==> src/rtl/sqrt_operand_issuer_pkg.sv <==
// Shared types and constants for the asynchronous CORDIC square-root path:
// issuer states, the dual-rail operand codeword and binary32 special results.
package pa_AsyncCordic;

  localparam int EXP_W = 8;
  localparam int RAD_W = 30;

  typedef enum logic [1:0] {
    ST_IDLE = 2'd0,
    ST_DATA = 2'd1,
    ST_RTZ  = 2'd2
  } issue_state_e;

  typedef struct packed {
    logic [EXP_W-1:0] exp;
    logic [RAD_W-1:0] rad;
  } payload_t;

  // Each payload bit travels as a (data_1, data_0) rail pair; 76 bits in total.
  typedef struct packed {
    payload_t data_1;
    payload_t data_0;
  } operand_t;

  localparam logic [31:0] QNAN32    = 32'h7FC0_0000;
  localparam logic [31:0] INF32     = 32'h7F80_0000;
  localparam operand_t    DR_SPACER = '0;

  function automatic operand_t dr_encode(input payload_t p);
    operand_t o;
    o.data_1 = p;
    o.data_0 = payload_t'(~p);
    return o;
  endfunction

endpackage

==> src/rtl/sqrt_operand_issuer_sync_2ff.sv <==
// Two-flop synchronizer for a single asynchronous level into the clk domain.
module sync_2ff (
  input  logic clk,
  input  logic rst_n,
  input  logic d,
  output logic q
);

  logic meta;

  always_ff @(posedge clk or negedge rst_n) begin
    if (!rst_n) begin
      meta <= 1'b0;
      q    <= 1'b0;
    end else begin
      meta <= d;
      q    <= meta;
    end
  end

endmodule

==> src/rtl/sqrt_operand_issuer.sv <==
// Accepts binary32 operands, diverts special values to a bypass port and issues
// normal ones to the asynchronous CORDIC core as four-phase dual-rail codewords.
//
// state | meaning
// IDLE  | op at spacer; may accept an operand when no bypass result is pending
// DATA  | codeword held on op, waiting for the core to acknowledge
// RTZ   | op back at spacer, waiting for the acknowledge to return to zero
module sqrt_operand_issuer
  import pa_AsyncCordic::*;
(
  input  logic        clk,
  input  logic        rst_n,
  input  logic        in_valid,
  output logic        in_ready,
  input  logic [31:0] in_data,
  output operand_t    op,
  input  logic        op_ack,
  output logic        byp_valid,
  input  logic        byp_ready,
  output logic [31:0] byp_data
);

  issue_state_e state_q;
  logic         ack_s;
  logic [1:0]   arm_cnt_q;
  logic         arm_done;
  logic         accept;

  logic         sgn;
  logic [7:0]   bexp;
  logic [22:0]  frac;
  logic         e_odd;
  logic [7:0]   root_exp;
  logic [29:0]  radicand;
  payload_t     payload;

  logic         is_zero;
  logic         is_nan;
  logic         is_special;
  logic [31:0]  special_data;

  sync_2ff u_ack_sync (
    .clk   (clk),
    .rst_n (rst_n),
    .d     (op_ack),
    .q     (ack_s)
  );

  assign sgn  = in_data[31];
  assign bexp = in_data[30:23];
  assign frac = in_data[22:0];

  // E = e - 127 is odd exactly when e is even, so the halved exponent
  // ((E - odd) >>> 1) + 127 reduces to e[7:1] + 63 + e[0].
  assign e_odd    = ~bexp[0];
  assign root_exp = {1'b0, bexp[7:1]} + 8'd63 + {7'd0, bexp[0]};
  assign radicand = e_odd ? {1'b1, frac, 6'b0} : {1'b0, 1'b1, frac, 5'b0};

  always_comb begin
    payload     = '0;
    payload.exp = root_exp;
    payload.rad = radicand;
  end

  assign is_zero    = (bexp == 8'd0);
  assign is_nan     = (sgn && !is_zero) || ((bexp == 8'hFF) && (frac != 23'd0));
  assign is_special = is_zero || sgn || (bexp == 8'hFF);

  always_comb begin
    special_data = INF32;
    if (is_zero) begin
      special_data = {sgn, 31'b0};
    end else if (is_nan) begin
      special_data = QNAN32;
    end
  end

  // The synchronizer clears on reset even if the core is still acknowledging;
  // hold off acceptance until a live op_ack level has had time to reach ack_s.
  assign arm_done = (arm_cnt_q == 2'd0);
  assign in_ready = (state_q == ST_IDLE) && !byp_valid && !ack_s && arm_done;
  assign accept   = in_valid && in_ready;

  always_ff @(posedge clk or negedge rst_n) begin
    if (!rst_n) begin
      arm_cnt_q <= 2'd2;
    end else if (!arm_done) begin
      arm_cnt_q <= arm_cnt_q - 2'd1;
    end
  end

  always_ff @(posedge clk or negedge rst_n) begin
    if (!rst_n) begin
      state_q   <= ST_IDLE;
      op        <= DR_SPACER;
      byp_valid <= 1'b0;
      byp_data  <= 32'd0;
    end else begin
      if (byp_valid && byp_ready) begin
        byp_valid <= 1'b0;
      end
      case (state_q)
        ST_IDLE: begin
          if (accept) begin
            if (is_special) begin
              byp_valid <= 1'b1;
              byp_data  <= special_data;
            end else begin
              op      <= dr_encode(payload);
              state_q <= ST_DATA;
            end
          end
        end
        ST_DATA: begin
          if (ack_s) begin
            op      <= DR_SPACER;
            state_q <= ST_RTZ;
          end
        end
        ST_RTZ: begin
          if (!ack_s) begin
            state_q <= ST_IDLE;
          end
        end
        default: begin
          op      <= DR_SPACER;
          state_q <= ST_IDLE;
        end
      endcase
    end
  end

endmodule

==> config.mk <==
export PLATFORM = sky130hd
export DESIGN_NAME = sqrt_operand_issuer
export DESIGN_NICKNAME = d
export VERILOG_FILES = /design/src/rtl/sqrt_operand_issuer_pkg.sv /design/src/rtl/sqrt_operand_issuer_sync_2ff.sv /design/src/rtl/sqrt_operand_issuer.sv
export SDC_FILE = /design/constraint.sdc
export NUM_CORES = 1
export LEC_CHECK = 0
export CORE_ASPECT_RATIO = 2
export CORE_MARGIN = 4
export CORE_UTILIZATION = 32
export DETAILED_ROUTE_END_ITERATION = 8
export PLACE_DENSITY = 0.61
export SYNTH_ARGS = -nofsm -noshare
export SYNTH_HDL_FRONTEND = slang
export SYNTH_SLANG_ARGS = --single-unit
==> constraint.sdc <==
create_clock -name clk -period 2 [get_ports clk]
set_input_delay 0.4 -clock clk [delete_from_list [all_inputs] [get_ports clk]]
set_output_delay 0.4 -clock clk [all_outputs]
set_load 0.02 [all_outputs]
# Word-level counts from Yosys, hierarchy flattened
# Cells that the tools add are included.
# totals
ff_bits	115
in_bits	37
out_inout_bits	110
elab_cells	58
# op_classes
add_sub_neg	3
eq_ne	7
n_mux	16
bitwise	2
n_reduce_logical	20
# ops
cell	n
$mux W76	3
$pmux W76 S3	1
$not A38 Y38	1
$mux W32	1
$mux W30	1
$mux W23	1
$reduce_bool A23 Y1	1
$add A7 B6 Y8 const B	1
$add A8 B1 Y8	1
$eq A8 B8 Y1 const B	1
$logic_not A8 Y1	1
$mux W2	4
$reduce_and A4 Y1	2
$logic_and A1 B1 Y1	7
$ne A2 B2 Y1 const B	3
$pmux W2 S3	1
$logic_not A2 Y1	2
$mux W1	4
$logic_not A1 Y1	3
$logic_or A1 B1 Y1	3
$reduce_and A3 Y1	1
$eq A2 B1 Y1 const B	1
$eq A2 B2 Y1 const B	1
$ne A2 B1 Y1 const B	1
other kinds (2)	2

# Depth between registers and ports, before layout
# Gate-level depths: netlist (run 1).
# depth
word_depth	7
mapped_depth	9
mapped_depth_nobuf	7

# Cells and area by module
# From an unflattened synthesis (run 1), not the netlist that was laid out.
# hier_totals
hier_cells	290
hier_area_um2	3587.2
# by_module_without_submodules
mod	instances	cells_each	area_each_um2	seq_area_each_um2
sqrt_operand_issuer	1	288	3537.1	1878.1
sync_2ff	1	2	50.0	50.0

# Worst setup path before layout (run 1)
# No wires, ideal clock.
# synth_path
path_kind	input -> register
start	input port in_data[23]
end	register op[43] (netlist name)
setup_time_ps	79
t_arrival_ps	2261
required_time_ps	1921
slack_ps	-340
path_stages	9
n_path_buf	4
cell_sequence	buf_2 > buf_1 > inv_1 > ha_1 > and4b_1 > buf_2 > nor3_2 > buf_4 > mux2i_1
# synth_between
elab_chain_len	5
word_cells_on_any_way	10
classes_between	eq/ne (2); mux (4); reduce/logical (4)
# synth_rtl
item	line_no	source
start, declared	sqrt_operand_issuer.sv:15	input logic [31:0] in_data,
$logic_not A8 Y1	sqrt_operand_issuer.sv:65	assign is_zero = (bexp == 8'd0);
$logic_or A1 B1 Y1 (2 in a row)	sqrt_operand_issuer.sv:67	assign is_special = is_zero || sgn || (bexp == 8'hFF);
$ne A2 B2 Y1 (no line)	--	
$reduce_and A4 Y1 (no line)	--	
end signal, assigned	sqrt_operand_issuer.sv:109	op <= dr_encode(payload);
end, declared	sqrt_operand_issuer.sv:16	output operand_t op,
# Several ways; a longest one is shown, not always the timed one. The select of a mux whose other input is x is not followed.
# A chain may end at the register's enable or synchronous reset.

# Worst setup path in the final report (run 1)
# layout_path
start	input port in_data[24]
end	register op[43] (netlist name)
# layout_between
elab_chain_len	5
word_cells_on_any_way	6
classes_between	eq/ne (2); reduce/logical (4)
# layout_rtl
item	line_no
$logic_not A8 Y1	sqrt_operand_issuer.sv:65
$logic_or A1 B1 Y1	sqrt_operand_issuer.sv:67
$logic_or A1 B1 Y1 *	sqrt_operand_issuer.sv:67
$ne A2 B2 Y1 (no line) *	--
$reduce_and A4 Y1 (no line) *	--
# Every way passes the cells marked *; elsewhere a longest branch is shown, timed or not.

==> impl_metrics.json, run 1 <==
{
  "run_status": "finished, final reports clean",
  "netlist_instances": 401,
  "yosys.area.top_type_share_pct": 46.54,
  "required_ns": 2.26,
  "core-area_sq_um": 12550,
  "avgSynthCellArea_sq_um": 10.19,
  "netlist_area_sq_um": 4086,
  "place.detailed.instances": 677,
  "synth-seq-area-share_pct": 47.18,
  "grt_first_pass_wirelength_microns": 19420,
  "fin_worst_skew_ns": 0.005324,
  "setup_repair_after_global_routing_missed_its_margin": "true",
  "cts_buffers": 9,
  "drtPass1Iterations": 4,
  "finalMaxSlewViolations": 0,
  "diodes": 0,
  "synth-seq-cells": 77,
  "cts-hold-fix-buffers": 0,
  "synth-edff-count": 0,
  "most_common_library_cell_in_the_layout_ignoring_fill_and_taps": "sky130_fd_sc_hd__clkdlybuf4s50_1",
  "final.min_clock_period_ns": 1.944,
  "finalSetupTns_ns": 0,
  "die_h_microns": 167.8,
  "layout.nets": 580,
  "layout_common_cells": "sky130_fd_sc_hd__clkdlybuf4s50_1 (116), sky130_fd_sc_hd__dfrtp_1 (76), sky130_fd_sc_hd__nand2_1 (66)",
  "design_area_sq_um": 5893,
  "tritoncts": "yes",
  "critical_path_cell_by_cell": "clkdlybuf4s50_1 > ha_1 > and4_2 > buf_4 > a21o_1 > nor3_4 > buf_4 > mux2i_1",
  "ys_async_rst_share_pct": 100.0,
  "cts-root-to-sink-buffers": 2,
  "cp-end-kind": "flop",
  "finalPower_mw": 6.797,
  "grt_use_total_pct": 17.35,
  "power_per_cell_area_nw_per_um2": 1153,
  "cts_htree_levels": 3,
  "timing.hold.ws_ns": 0.06120,
  "totalWireLength_microns": 12470,
  "grt_antenna_before_repair": 0,
  "cts_root_buf": "sky130_fd_sc_hd__clkbuf_16",
  "die-width_microns": 87.91,
  "crit_top_cell": "sky130_fd_sc_hd__buf_4",
  "timing_hold_violations_final": 0,
  "avgRoutedWirePerCell_microns": 17.99,
  "drv_cap": 0,
  "grt_overflow": 0,
  "synth.top_cells.by_area": "sky130_fd_sc_hd__dfrtp_1 (47%), sky130_fd_sc_hd__mux2i_1 (12%), sky130_fd_sc_hd__buf_4 (7.5%)",
  "crit_path_max_incr_delay_ns": 0.43,
  "maximum_number_of_pins_on_one_net_before_global_route_repair": 78,
  "fraction_of_synthesized_cell_area_in_xor_and_xnor_cells_pct": 1.500,
  "route.vias.total": 3455,
  "crit_slowest_cell": "sky130_fd_sc_hd__clkdlybuf4s50_1",
  "vdd_ir_drop_max_mv": 0.6833,
  "insertion_delay_ns": 0.34,
  "postCtsSetupRepairBufs": 0,
  "design.die.area_sq_um": 14750,
  "dominantRegCellSynth": "sky130_fd_sc_hd__dfrtp_1",
  "route.detailed.drc": 0,
  "detailed_place_hpwl_microns": 9521,
  "p_leak_nw": 2.793,
  "class_of_the_worst_hold_path": "primary input to async pin",
  "fmax_mhz": 514.5,
  "yosys.area_share.simple_pct": 16.63,
  "cell_type_with_the_highest_aggregate_area_in_the_netlist": "sky130_fd_sc_hd__dfrtp_1",
  "first_global_vias": 3585,
  "path_clk_slew_ns": 0.06,
  "io_pins": 147,
  "synth.distinct_cells": 39,
  "initial_utilization_pct": 32.55,
  "row_count": 58,
  "place.gp.congestion": 0.8438,
  "area_growth_syn_to_layout_pct": 44.21,
  "yosysWarnings": 0,
  "final_min_period_over_clock_period_pct": 97.18,
  "critical_path.startpoint_type": "primary input",
  "cp_class": "primary input to flop",
  "post_synthesis_compound_gate_area_fraction_pct": 7.134,
  "worstPathMaxFanout": 20,
  "placed_cell_area_sq_um": 5520,
  "setup-violations-final": 0,
  "post_drt_via_cell_ratio": 4.986,
  "synth_fa_ha_area_share_pct": 1.531,
  "crit_arrival_ns": 2.20,
  "muxShareOfSynthArea_pct": 13.96,
  "placement.io_buffers": 119,
  "final_cell_count_no_fill": 693,
  "largest_family_of_logic_cells_by_synthesized_area": "simple AND/OR/NAND/NOR gates",
  "number_of_sinks_handled_by_clock_tree_synthesis": 77,
  "postRouteAntennaNets": 0,
  "final_layout_size_suffix_gt1_share_pct": 16.39,
  "drt_first_iter_violations": 175
}
## what timing repair did
item / CTS / global route
endpoints found under the hold margin: 0 / 0
setup endpoints to repair: 1 / 35
pin swaps: 0 / 3
gates resized for setup: 2 / 12
## through the flow
step / utilization, % / setup slack (ns)
2_1_floorplan: - / 0.03318
3_3_place_gp: 43.97 / -0.3026
3_5_place_dp: 43.97 / -0.3456
4_1_cts: 46.58 / 0.008634
5_1_grt: 46.94 / -0.01185
6_report: 46.94 / 0.05643
## final timing paths
kind                                       from      endpoint  slack, ns  cells after the start
min in group clk                u_ack_sync.meta  u_ack_sync.q       0.35                      0
worst max register to register     u_ack_sync.q        op[44]       0.23                      5
max in group asynchronous                 rst_n        op[69]       1.57                      2
worst min register to register  u_ack_sync.meta  u_ack_sync.q       0.35                      0
worst max-delay path                in_data[24]        op[43]       0.06                      8
worst min-delay path                      rst_n        op[74]       0.06                      2
## final cells by class
class                      instances  area, sq um
fill                            1201         6661
sequential                        77         1928
multi-input combinational        273         1828
timing repair buffer             166         1580
clock buffer                      13        260.3
tap                              150        187.7
clock inverter                     3        67.56
inverter                          11        41.29
## synth_stat cells, types with 2 or more instances
cell,instances
sky130_fd_sc_hd__mux2i_1,48
sky130_fd_sc_hd__a21o_1,2
sky130_fd_sc_hd__dfrtp_1,76
sky130_fd_sc_hd__and2_1,4
sky130_fd_sc_hd__nor2_1,2
sky130_fd_sc_hd__clkbuf_2,2
sky130_fd_sc_hd__nand2_1,66
sky130_fd_sc_hd__buf_2,5
sky130_fd_sc_hd__nor4_1,10
sky130_fd_sc_hd__clkbuf_1,12
sky130_fd_sc_hd__nor3b_1,2
sky130_fd_sc_hd__xnor2_1,4
sky130_fd_sc_hd__xor2_1,3
sky130_fd_sc_hd__mux2_2,8
sky130_fd_sc_hd__a21oi_1,3
sky130_fd_sc_hd__a311oi_1,4
sky130_fd_sc_hd__buf_4,41
sky130_fd_sc_hd__nand4_1,32
sky130_fd_sc_hd__o21ai_0,33
sky130_fd_sc_hd__buf_6,5
sky130_fd_sc_hd__inv_1,11
sky130_fd_sc_hd__ha_1,5
sky130_fd_sc_hd__and4_1,2
sky130_fd_sc_hd__nor3_2,2
sky130_fd_sc_hd__a311o_1,4
sky130_fd_sc_hd__and3_1,2
## critical path: cells and delay by family
family,cells,cell delay [ns]
buffers and inverters,3,0.82
muxes,1,0.21
adders and majority gates,1,0.18
AOI/OAI and AO/OA,1,0.19
and+or+nand+nor,2,0.40
## layer usage
| layer | GRT usage [%] | part of all wire (%) |
|---|---|---|
| met1 | 17.83 | 35 |
| met2 | 32.00 | 56 |
| met3 | 3.477 | 5.5 |
| met4 | 8.684 | 3.4 |
| met5 | 0 | 0 |
## report_power, final
| part | internal [mW] | switching, mW |
|---|---|---|
| logic | 1.27 | 1.42 |
| clock network | 1.16 | 0.625 |
| registers | 2.02 | 0.305 |
| total | 4.45 | 2.35 |
## state kept, by name, indices dropped and copies added, names as in the netlist
register / flops
u_ack_sync.q: 1
op: 67
byp_valid: 1
byp_data: 3
state_q: 2
arm_cnt_q: 2
u_ack_sync.meta: 1
## cells by family after synthesis
kind of cell,after synthesis
simple gates,130
flops,77
buf+inv,77
mux,56
compound gates,48
xor+xnor,7
fa+ha+maj,5
other cells,1
(Power assumes the default switching activity.)
==> inputs of run 2 (changes only) <==
--- a/config.mk
+++ b/config.mk
@@ -5,7 +5,7 @@
 export SDC_FILE = /design/constraint.sdc
 export NUM_CORES = 1
 export LEC_CHECK = 0
-export CORE_ASPECT_RATIO = 2
+export CORE_ASPECT_RATIO = 1.4
 export CORE_MARGIN = 4
 export CORE_UTILIZATION = 32
 export DETAILED_ROUTE_END_ITERATION = 8
==> impl_metrics.json, run 2 (synthesis results as in run 1) <==
{
  "run_status": "finished, final reports clean",
  "critical_path_cell_by_cell": "clkdlybuf4s50_1 > ha_1 > and4_4 > buf_4 > a21o_1 > buf_4 > nor4_1 > a311o_1",
  "cts_buffers": 9,
  "required_ns": 2.27,
  "diodes": 0,
  "finalSetupTns_ns": 0,
  "largest_registers": "op (67), byp_data (3)",
  "place.detailed.instances": 672,
  "combinationalPowerShare_pct": 39.9,
  "largest_reg_flops": 67,
  "drt-met1-wl_microns": 4802,
  "route.vias.total": 3459,
  "grt_antenna_before_repair": 0,
  "top_layer": "met4",
  "grt_first_pass_wirelength_microns": 19190,
  "worst_r2r_path_depth": 6,
  "insertion_delay_ns": 0.34,
  "number_of_sinks_handled_by_clock_tree_synthesis": 77,
  "worstPathMaxFanout": 5,
  "final.min_clock_period_ns": 1.958,
  "cp_class": "primary input to flop",
  "net-switching-power_mw": 2.333,
  "filler_cell_count": 1207,
  "placed_cell_area_sq_um": 5470,
  "avgRoutedWirePerCell_microns": 17.61,
  "die-width_microns": 103.5,
  "routed-wl-met2_microns": 6447,
  "design_area_sq_um": 5862,
  "timing_hold_violations_final": 0,
  "design.die.area_sq_um": 14670,
  "layout.nets": 580,
  "placement.io_buffers": 119,
  "detailedPlace.worstSlack_ns": -0.3505,
  "drv_cap": 0,
  "die_h_microns": 141.7,
  "core-area_sq_um": 12430,
  "tritoncts": "yes",
  "path_clk_slew_ns": 0.06,
  "grt_overflow": 0,
  "grt_use_total_pct": 16.46,
  "cp-end-kind": "flop",
  "crit_top_cell": "sky130_fd_sc_hd__buf_4",
  "min_path_cells": 0,
  "most_common_library_cell_in_the_layout_ignoring_fill_and_taps": "sky130_fd_sc_hd__clkdlybuf4s50_1",
  "dr_wl_met3_microns": 551,
  "internal_power_mw": 4.353,
  "layout_setup_ws_ns": 0.04178,
  "clkPwrFrac_pct": 25.3,
  "crit_path_max_incr_delay_ns": 0.43,
  "crit_slowest_cell": "sky130_fd_sc_hd__clkdlybuf4s50_1",
  "final_layout_size_suffix_gt1_share_pct": 15.65,
  "route.detailed.drc": 0,
  "place.gp.congestion": 0.8200,
  "vdd_ir_drop_max_mv": 0.4953,
  "final_cell_count_no_fill": 693,
  "cts_root_buf": "sky130_fd_sc_hd__clkbuf_16",
  "cts_htree_levels": 3,
  "crit_arrival_ns": 2.23,
  "final_min_period_over_clock_period_pct": 97.91,
  "power.switching_fraction_pct": 34.90,
  "cts-root-to-sink-buffers": 2,
  "first_global_vias": 3595,
  "ff2ff_setup_slack_ns": 0.16,
  "setup-violations-final": 0,
  "post_drt_via_cell_ratio": 4.991,
  "crit-reg2reg-capture": "op[55]",
  "critical_path.startpoint_type": "primary input",
  "io_pins": 147,
  "detailed_place_hpwl_microns": 9017,
  "drt_first_iter_violations": 101,
  "p_leak_nw": 2.774,
  "class_of_the_worst_hold_path": "flop to flop",
  "endpoint": "op[55]",
  "row_count": 48,
  "postRouteAntennaNets": 0,
  "r2r_start": "arm_cnt_q[0]",
  "layout_common_cells": "sky130_fd_sc_hd__clkdlybuf4s50_1 (116), sky130_fd_sc_hd__dfrtp_1 (76), sky130_fd_sc_hd__nand2_1 (66)",
  "cp-startpoint": "in_data[24]",
  "initial_utilization_pct": 32.87,
  "maximum_number_of_pins_on_one_net_before_global_route_repair": 61,
  "finalPower_mw": 6.686,
  "fin_worst_skew_ns": 0.004941,
  "fmax_mhz": 510.7,
  "sequentialPowerShare_pct": 34.8,
  "largest_reg_by_ff_count": "op",
  "power_per_cell_area_nw_per_um2": 1141,
  "drtPass1Iterations": 6,
  "finalMaxSlewViolations": 0,
  "totalWireLength_microns": 12200,
  "area_growth_syn_to_layout_pct": 43.45
}
## run 2: through the flow
step	hold slack (ns)	utilization, %
after floorplan	0.1044	-
after global placement	0.2855	44.00
after detailed placement	0.2905	44.00
after CTS	0.3519	46.61
after global routing	0.3664	47.15
final	0.3512	47.15
## run 2: worst max-delay path: cells and delay by family
kind	cells	cell delay, ns
simple gates	2	0.57
fa+ha+maj	1	0.19
compound gates	2	0.35
buf+inv	3	0.73
## run 2: layout make-up
| class | instances | area (sq um) | share of cell area [%] |
|---|---|---|---|
| clock inverter | 3 | 42.54 | 0.7257 |
| sequential | 77 | 1928 | 32.89 |
| tap | 150 | 187.7 | 3.202 |
| timing repair buffer | 166 | 1589 | 27.11 |
| inverter | 11 | 41.29 | 0.7044 |
| clock buffer | 13 | 270.3 | 4.610 |
| multi-input combinational | 273 | 1803 | 30.76 |
## run 2: how the worst min path moves through the flow
stage	startpoint	to	slack (ns)
2_1_floorplan	rst_n	arm_cnt_q[0]	0.10
3_3_place_gp	rst_n	op[36]	0.29
3_5_place_dp	rst_n	u_ack_sync.meta	0.29
4_1_cts	u_ack_sync.meta	u_ack_sync.q	0.35
5_1_grt	u_ack_sync.meta	u_ack_sync.q	0.37
6_report	u_ack_sync.meta	u_ack_sync.q	0.35
## run 2: metal layers
layer	vias up	GRT usage, %
met3	28	2.458
met4	0	8.894
met5	-	0
met2	137	29.48
li1	1619	-
met1	1675	18.94
## run 2: power groups by stage
stage                     Sequential (mW)  Clock [mW]  Combinational (mW)
after floorplan                      2.85           0               0.830
after global placement               2.37           0                2.62
after detailed placement             2.36           0                2.68
after CTS                            2.34        1.72                2.68
after global routing                 2.39        1.79                2.86
final                                2.33        1.69                2.67
## run 2: repair_timing
action                                  4_1_cts  5_1_grt
endpoints found under the setup margin        1       57
hold buffers                                  1        0
resized for setup                             3       16
buffers inserted                              0        1
gates cloned                                  0        3
endpoints found under the hold margin        16        0
pin swaps                                     0        1
==> inputs of run 3 (changes only) <==
--- a/config.mk
+++ b/config.mk
@@ -13,3 +13,4 @@
 export SYNTH_ARGS = -nofsm -noshare
 export SYNTH_HDL_FRONTEND = slang
 export SYNTH_SLANG_ARGS = --single-unit
+export TNS_END_PERCENT = 1
==> results of run 3 <==
Same layout as run 2: the final DEF is identical, and so are final timing and power.
